## src/rtl/vx_csa_resolve.sv

```systemverilog
// Multi-cycle carry-save to binary resolver: one CHUNK-bit carry-propagate step per cycle.
// Optional early exit when no carry can reach the upper chunks: define CSA_RESOLVE_EARLY_EXIT_EN.
module vx_csa_resolve #(
    parameter int W     = 32,
    parameter int CHUNK = 8
) (
    input  logic         clk,
    input  logic         reset_n,
    input  logic         valid_in,
    output logic         ready_in,
    input  logic [W-1:0] sum_in,
    input  logic [W-1:0] carry_in,
    input  logic         cin,
    output logic         valid_out,
    input  logic         ready_out,
    output logic [W-1:0] data_out,
    output logic         cout
);

    localparam int NSTEPS = (W + CHUNK - 1) / CHUNK;
    localparam int PW     = NSTEPS * CHUNK;
    localparam int LAST_W = W - (NSTEPS - 1) * CHUNK;
    localparam int IDX_W  = (NSTEPS > 1) ? $clog2(NSTEPS) : 1;

    typedef enum logic [1:0] {IDLE, BUSY, DONE} state_t;

    state_t           state_q, state_d;
    logic [W-1:0]     sum_q, sum_d, carry_q, carry_d, res_q, res_d;
    logic [IDX_W-1:0] idx_q, idx_d;
    logic             c_q, c_d, cout_q, cout_d;

    logic [PW-1:0]    sum_pad, carry_pad, res_pad, chunk_mask;
    logic [W-1:0]     res_step;
    logic [31:0]      lo_bit;
    logic [CHUNK-1:0] chunk_s, chunk_c;
    logic [CHUNK:0]   chunk_sum;
    logic             last_step, step_carry;
`ifdef CSA_RESOLVE_EARLY_EXIT_EN
    logic [31:0]      hi_bit;
    logic [W-1:0]     hi_mask, res_early;
    logic             early;
`endif

    // Operands are zero-padded to a whole number of chunks so the last chunk
    // needs no special slicing; its carry is taken at bit LAST_W instead.
    always_comb begin
        sum_pad            = '0;
        sum_pad[W-1:0]     = sum_q;
        carry_pad          = '0;
        carry_pad[W-1:0]   = carry_q;
        res_pad            = '0;
        res_pad[W-1:0]     = res_q;
        lo_bit             = 32'(idx_q) * 32'(CHUNK);
        chunk_s            = CHUNK'(sum_pad >> lo_bit);
        chunk_c            = CHUNK'(carry_pad >> lo_bit);
        chunk_sum          = {1'b0, chunk_s} + {1'b0, chunk_c} + {{CHUNK{1'b0}}, c_q};
        chunk_mask         = PW'({CHUNK{1'b1}});
        res_step           = W'((res_pad & ~(chunk_mask << lo_bit))
                                | (PW'(chunk_sum[CHUNK-1:0]) << lo_bit));
        last_step          = (idx_q == IDX_W'(NSTEPS - 1));
        step_carry         = last_step ? chunk_sum[LAST_W] : chunk_sum[CHUNK];
`ifdef CSA_RESOLVE_EARLY_EXIT_EN
        hi_bit             = lo_bit + 32'(CHUNK);
        hi_mask            = {W{1'b1}} << hi_bit;
        res_early          = (res_step & ~hi_mask) | (sum_q & hi_mask);
        early              = !last_step && !chunk_sum[CHUNK] && ((carry_pad >> hi_bit) == '0);
`endif
    end

    always_comb begin
        state_d = state_q;
        sum_d   = sum_q;
        carry_d = carry_q;
        res_d   = res_q;
        idx_d   = idx_q;
        c_d     = c_q;
        cout_d  = cout_q;
        case (state_q)
            IDLE: begin
                if (valid_in) begin
                    sum_d   = sum_in;
                    carry_d = carry_in;
                    c_d     = cin;
                    idx_d   = '0;
                    state_d = BUSY;
                end
            end
            BUSY: begin
                res_d = res_step;
                c_d   = step_carry;
                idx_d = idx_q + IDX_W'(1);
                if (last_step) begin
                    cout_d  = step_carry;
                    state_d = DONE;
                end
`ifdef CSA_RESOLVE_EARLY_EXIT_EN
                else if (early) begin
                    res_d   = res_early;
                    cout_d  = 1'b0;
                    state_d = DONE;
                end
`endif
            end
            DONE: begin
                if (ready_out) state_d = IDLE;
            end
            default: state_d = IDLE;
        endcase
    end

    always_ff @(posedge clk or negedge reset_n) begin
        if (!reset_n) begin
            state_q <= IDLE;
            sum_q   <= '0;
            carry_q <= '0;
            res_q   <= '0;
            idx_q   <= '0;
            c_q     <= 1'b0;
            cout_q  <= 1'b0;
        end else begin
            state_q <= state_d;
            sum_q   <= sum_d;
            carry_q <= carry_d;
            res_q   <= res_d;
            idx_q   <= idx_d;
            c_q     <= c_d;
            cout_q  <= cout_d;
        end
    end

    assign ready_in  = (state_q == IDLE);
    assign valid_out = (state_q == DONE);
    assign data_out  = res_q;
    assign cout      = cout_q;

endmodule

```

## config.mk

```make
export PLATFORM = sky130hd
export DESIGN_NAME = vx_csa_resolve
export DESIGN_NICKNAME = d
export VERILOG_FILES = /design/src/rtl/vx_csa_resolve.sv
export SDC_FILE = /design/constraint.sdc
export NUM_CORES = 1
export LEC_CHECK = 0
export CAP_MARGIN = 20
export CORE_ASPECT_RATIO = 2
export CORE_UTILIZATION = 54
export DETAILED_ROUTE_END_ITERATION = 8
export PLACE_DENSITY = 0.85
export SLEW_MARGIN = 20
export SYNTH_ARGS = -nofsm -noshare
export SYNTH_HDL_FRONTEND = slang
export SYNTH_SLANG_ARGS = --single-unit
```

## constraint.sdc

```tcl
create_clock -name clk -period 5.3 [get_ports clk]
set_clock_uncertainty 0.15 [all_clocks]
set_input_delay 1.06 -clock clk [delete_from_list [all_inputs] [get_ports clk]]
set_output_delay 1.06 -clock clk [all_outputs]
set_load 0.01 [all_outputs]
```

* Yosys cells after proc, flatten, opt, wreduce, memory -nomap -nowiden
Index checks and enable logic that the tools add are counted.
** Operators by class
- $add $sub $neg :: 3
- Multiply operators :: 0
- Div/mod/pow operators :: 0
- Order comparisons :: 0
- Equality and inequality tests :: 6
- Shift-type cells :: 4
- Mux-type cells :: 8
- Bitwise gates (word level) :: 3
- Reduce and logical (&&, ||, !) cells :: 6
** Operators with widths (number)
- $shr 32x5->8 :: 2
- $and 32x32->32 :: 1
- $not 32->32 :: 1
- $or 32x32->32 :: 1
- $shl 8x5->32 :: 1
- $shl 8x5->32 const A :: 1
- $add 8x8->9 :: 1
- $add 9x1->9 :: 1
- $mux 2 :: 4
- $pmux 2 s3 :: 1
- $reduce_and 2->1 :: 3
- $eq 2x2->1 const B :: 2
- $ne 2x2->1 const B :: 2
- $pmux 2 s2 :: 1
- $reduce_and 3->1 :: 1
- $add 2x1->2 const B :: 1
- $eq 2x1->1 const B :: 1
- $logic_not 2->1 :: 1
- $ne 2x1->1 const B :: 1
- $pmux 1 s2 :: 1
- $reduce_bool 2->1 :: 1
- $mux 1 :: 1
** Word-level totals
- Register bits :: 102
- Latch bits :: 0
- RAM bits :: 0
- ROM bits :: 0
- Output and inout port bits :: 35
- Word-level logic and storage cells :: 37
- Memories :: 0

* Logic depth before layout (Yosys ltp)
- Depth in word-level cells :: 5
- Gate-level depth with buffers :: 10
- Mapped depth without buffers :: 8

* Least setup slack after synthesis
No wires, ideal clock.
- Path type :: flip-flop to flip-flop
- Start :: register idx_q[0]
- End :: register res_q[30] (netlist: data_out[30])
- Setup time :: 0.121 ns
- Arrival :: 2.934 ns
- Path slack :: 2.095 ns
- Stages on the path, launching flop included :: 9
- Path buffers :: 1
- Cells stage by stage :: dfrtp_1 > buf_2 > mux4_2 > fa_1 > fa_1 > a21o_1 > a221oi_2 > xnor2_1 > a22o_1
** On the way
- Longest elaborated chain between the ends :: 5
- Elaborated cells on any way between the ends :: 9
** RTL lines
- start: declaration :: line 29 : logic [IDX_W-1:0] idx_q, idx_d;
- start signal: assignment :: line 125 : idx_q <= idx_d;
- $shr 32x5->8, on equally long branches :: line 54, 55
- $add 8x8->9 :: line 56 : chunk_sum = {1'b0, chunk_s} + {1'b0, chunk_c} + {{CHUNK{1'b0}}, c_q};
- $add 9x1->9 :: line 56
- $shl 8x5->32 :: line 59 : | (PW'(chunk_sum[CHUNK-1:0]) << lo_bit));
- $or 32x32->32 * :: line 59
- end signal: assignment :: line 124 : res_q <= res_d;
- end: declaration :: line 28 : logic [W-1:0] sum_q, sum_d, carry_q, carry_d, res_q, res_d;
Every way passes the cells marked *; elsewhere a longest branch is shown, timed or not.
A chain may end at the register's enable or synchronous reset.

* Worst setup path after layout
- Start :: register idx_q[0]
- End :: register c_q
** On the way
- Longest elaborated chain between the ends :: 4
- Elaborated cells on any way between the ends :: 5
** RTL lines
- $shr 32x5->8, on equally long branches :: line 54, 55
- $add 8x8->9 * :: line 56
- $add 9x1->9 * :: line 56
- $pmux 1 s2 * :: line 78 : case (state_q)
- end signal: assignment :: line 118 : c_q <= 1'b0;
- end signal: assignment :: line 126 : c_q <= c_d;
- end: declaration :: line 30 : logic c_q, c_d, cout_q, cout_d;
Marked as above.

==> run summary <==
Remaining global-route overflow = 0
Routed WL = 10260 µm
Clock latency at the later pin of the worst-skew pair = 0.35 ns
# IOs = 104
Async SR Flop Fraction = 1.000
Crit end category = flop
Yosys top cell area share = 0.5499
Worst path top cell family by delay = compound AO/OA/AOI/OAI gates
Static leakage = 2.568 nW
Gr busiest metal = met2
Largest area contributor in the synthesized netlist = dfrtp_1
Worst path slowest cell = dfrtp_1
Fin. Hold Viols = 0
First-pass GRT wire length = 16300 µm
Drt first pass iters = 4
Mapped Cells = 297
Total power = 4.698 mW
Die Y = 133.1 µm
Setup bufs post-CTS = 0
Largest cells by area after synthesis = dfrtp_1 (55%), mux2_2 (9.0%), mux2_4 (8.7%)
Critical path type = reg -> reg
GP Congestion = 0.8607
Vias per inst = 5.866
ANT cells = 0
Avg Inst Size Synth = 15.63 µm²
Routed Antenna Nets = 0
Die W = 67.56 µm
Critical Path Source Type = flop
Start point of the worst hold path = cout
Synth cell types = 36
Yosys synthesis warning count = 0
Worst path most repeated cell = fa_1
Worst hold path type = reg -> reg
Worst-case clock buffer depth = 2
Largest net degree at the start of global routing = 68
CTS Hold Bufs = 0
Critical path fanouts, max = 13
Max_slew headroom = 0.3320
Mapped cell area = 4642 µm²
Pins Over Slew Limit = 0
GR Layer Usage met3 = 0.04024
Core area = 8292 µm²
Worst Max-Slew Pin Slew = 1.002 ns
Sequential share of the synthesized area = 0.5499
Final HPWL from detailed placement = 7596 µm
Cts repair resizes = 0
Row cnt = 47
IR drop worst, VDD = 0.0004860 V
Crit path arrival time = 3.76 ns
Syn Nets = 379
Port bufs = 103
Count leader, synth = dfrtp_1
CP cell instances = buf_4, mux4_2, fa_1, fa_1, a21o_1, a221oi_2, o21bai_1, a21oi_1, o21ai_0
DRT iter0 DRCs = 213
Post-synth EDFFs = 0
Cell area power density = 786.1 nW/µm²
Die Footprint = 8994 µm²
Met2 Resource Use GR = 0.4169
Synth Flop Type = dfrtp_1
CTS root buffer = clkbuf_16
Seq cells post-synth = 102
Clk sink count = 102
Layout cells sized above 1 = 0.2512
Total Nets Final = 481
DP Cell Count = 486
Unrepaired setup endpoints after global routing = false
Fin cells = 500
All-Layer GR Usage = 0.2563
Via count = 2933
Status = finished clean
RR Startpoint = idx_q[0]
Final Cycle Share = 0.6947
Initial Utilization = 0.5598
Worst setup path startpoint = idx_q[0]
Wire per inst = 20.51 µm
CTS tree = yes
Post-synth top cells = dfrtp_1 (102), mux2_2 (37), a22o_1 (32), mux2_4 (27), mux4_2 (16)
Met1 Use GR = 0.3019
Synthesis-to-finish area growth = 28.76%
CTS Buf Count = 9
Vias in the first global route = 3153
Worst path bufs/invs = 1
Worst path max stage delay = 0.63 ns
Critical path data required time = 5.37 ns
Depth of the CTS H-tree = 3
Max Cap Violations = 0
CTS clk-pin slew, worst paths = 0.06 ns
Initial antenna violation count = 0
Setup_tns = 0 ns
Crit path time final = 3.682 ns
Final count of negative-setup-slack endpoints = 0
Fmax achieved = 271.6 MHz
DRC = 0
-- routing by layer --
metal	vias to the layer above	part of all wire
met1	1504	0.37
li1	1314	-
met5	-	0
met4	0	0.050
met3	27	0.031
met2	88	0.55
-- placed cells by master, fill, tap and decap left out, types with 4 or more instances in the layout --
cell type	count
mux4_2	16
inv_1	6
mux2_2	37
mux2_4	27
o21ai_0	5
a22o_1	32
dfrtp_1	102
clkbuf_16	9
ha_1	11
nand2_1	9
clkdlybuf4s50_1	102
a21oi_1	4
-- cell type report --
type,count,area [µm²]
Multi-Input combinational cell,175,1964
Inverter,6,22.52
Timing Repair Buffer,105,1044
Tap cell,98,122.6
Clock inverter,2,35.03
Fill cell,538,2315
Clock buffer,12,236.5
Sequential cell,102,2552
-- state kept, by name (all words and copies together), names as in the netlist --
register	count
sum_pad	32
c_q	1
idx_q	2
cout	1
state_q	2
data_out	32
carry_pad	32
-- cell families (layout without fill, tap and decap cells) --
group,after synthesis,after routing,synth area share
AO/OA/AOI/OAI,53,53,0.09083
adder cells (fa/ha/maj),13,13,0.03827
flip-flops,102,102,0.5499
multiplexers,81,81,0.2569
AND/OR/NAND/NOR,23,23,0.02777
XOR/XNOR,5,5,0.009436
buffers and inverters,20,125,0.02695
-- stage by stage --
step                instance area [µm²]    util  hold slack [ns]  setup WS (ns)
CTS                                5977  0.7208           0.3438          1.591
floorplan                          4642       -           0.3252          2.095
finish                             5977  0.7208           0.3488          1.618
detailed placement                 5705  0.6881           0.3301          1.655
global placement                   5705  0.6881           0.3369          1.755
global route                       5977  0.7208           0.3705          1.424
-- final timing paths --
path | slack (ns) | end | cells past startpoint
hold / removal | 0.35 | cout | 2
hold reg to reg | 0.35 | cout | 2
min in group asynchronous | 0.58 | sum_pad[6] | 1
setup reg to reg | 1.62 | c_q | 9
max in group asynchronous | 3.32 | data_out[16] | 2
setup / recovery | 1.62 | c_q | 9
-- report_power, final --
part           internal (mW)  switching [mW]  leakage (nW)
logic                   1.34            1.27          1.21
registers               1.18           0.280          1.23
clock network          0.360           0.263         0.132
-- worst register-to-register path, cell delays in order (launching register included) --
cell and delay (ns):
dfrtp_1 0.63, buf_4 0.36, mux4_2 0.57, fa_1 0.48, fa_1 0.43, a21o_1 0.22
a221oi_2 0.30, o21bai_1 0.10, a21oi_1 0.21, o21ai_0 0.11
Note: power is estimated with default switching activity, not from simulation.
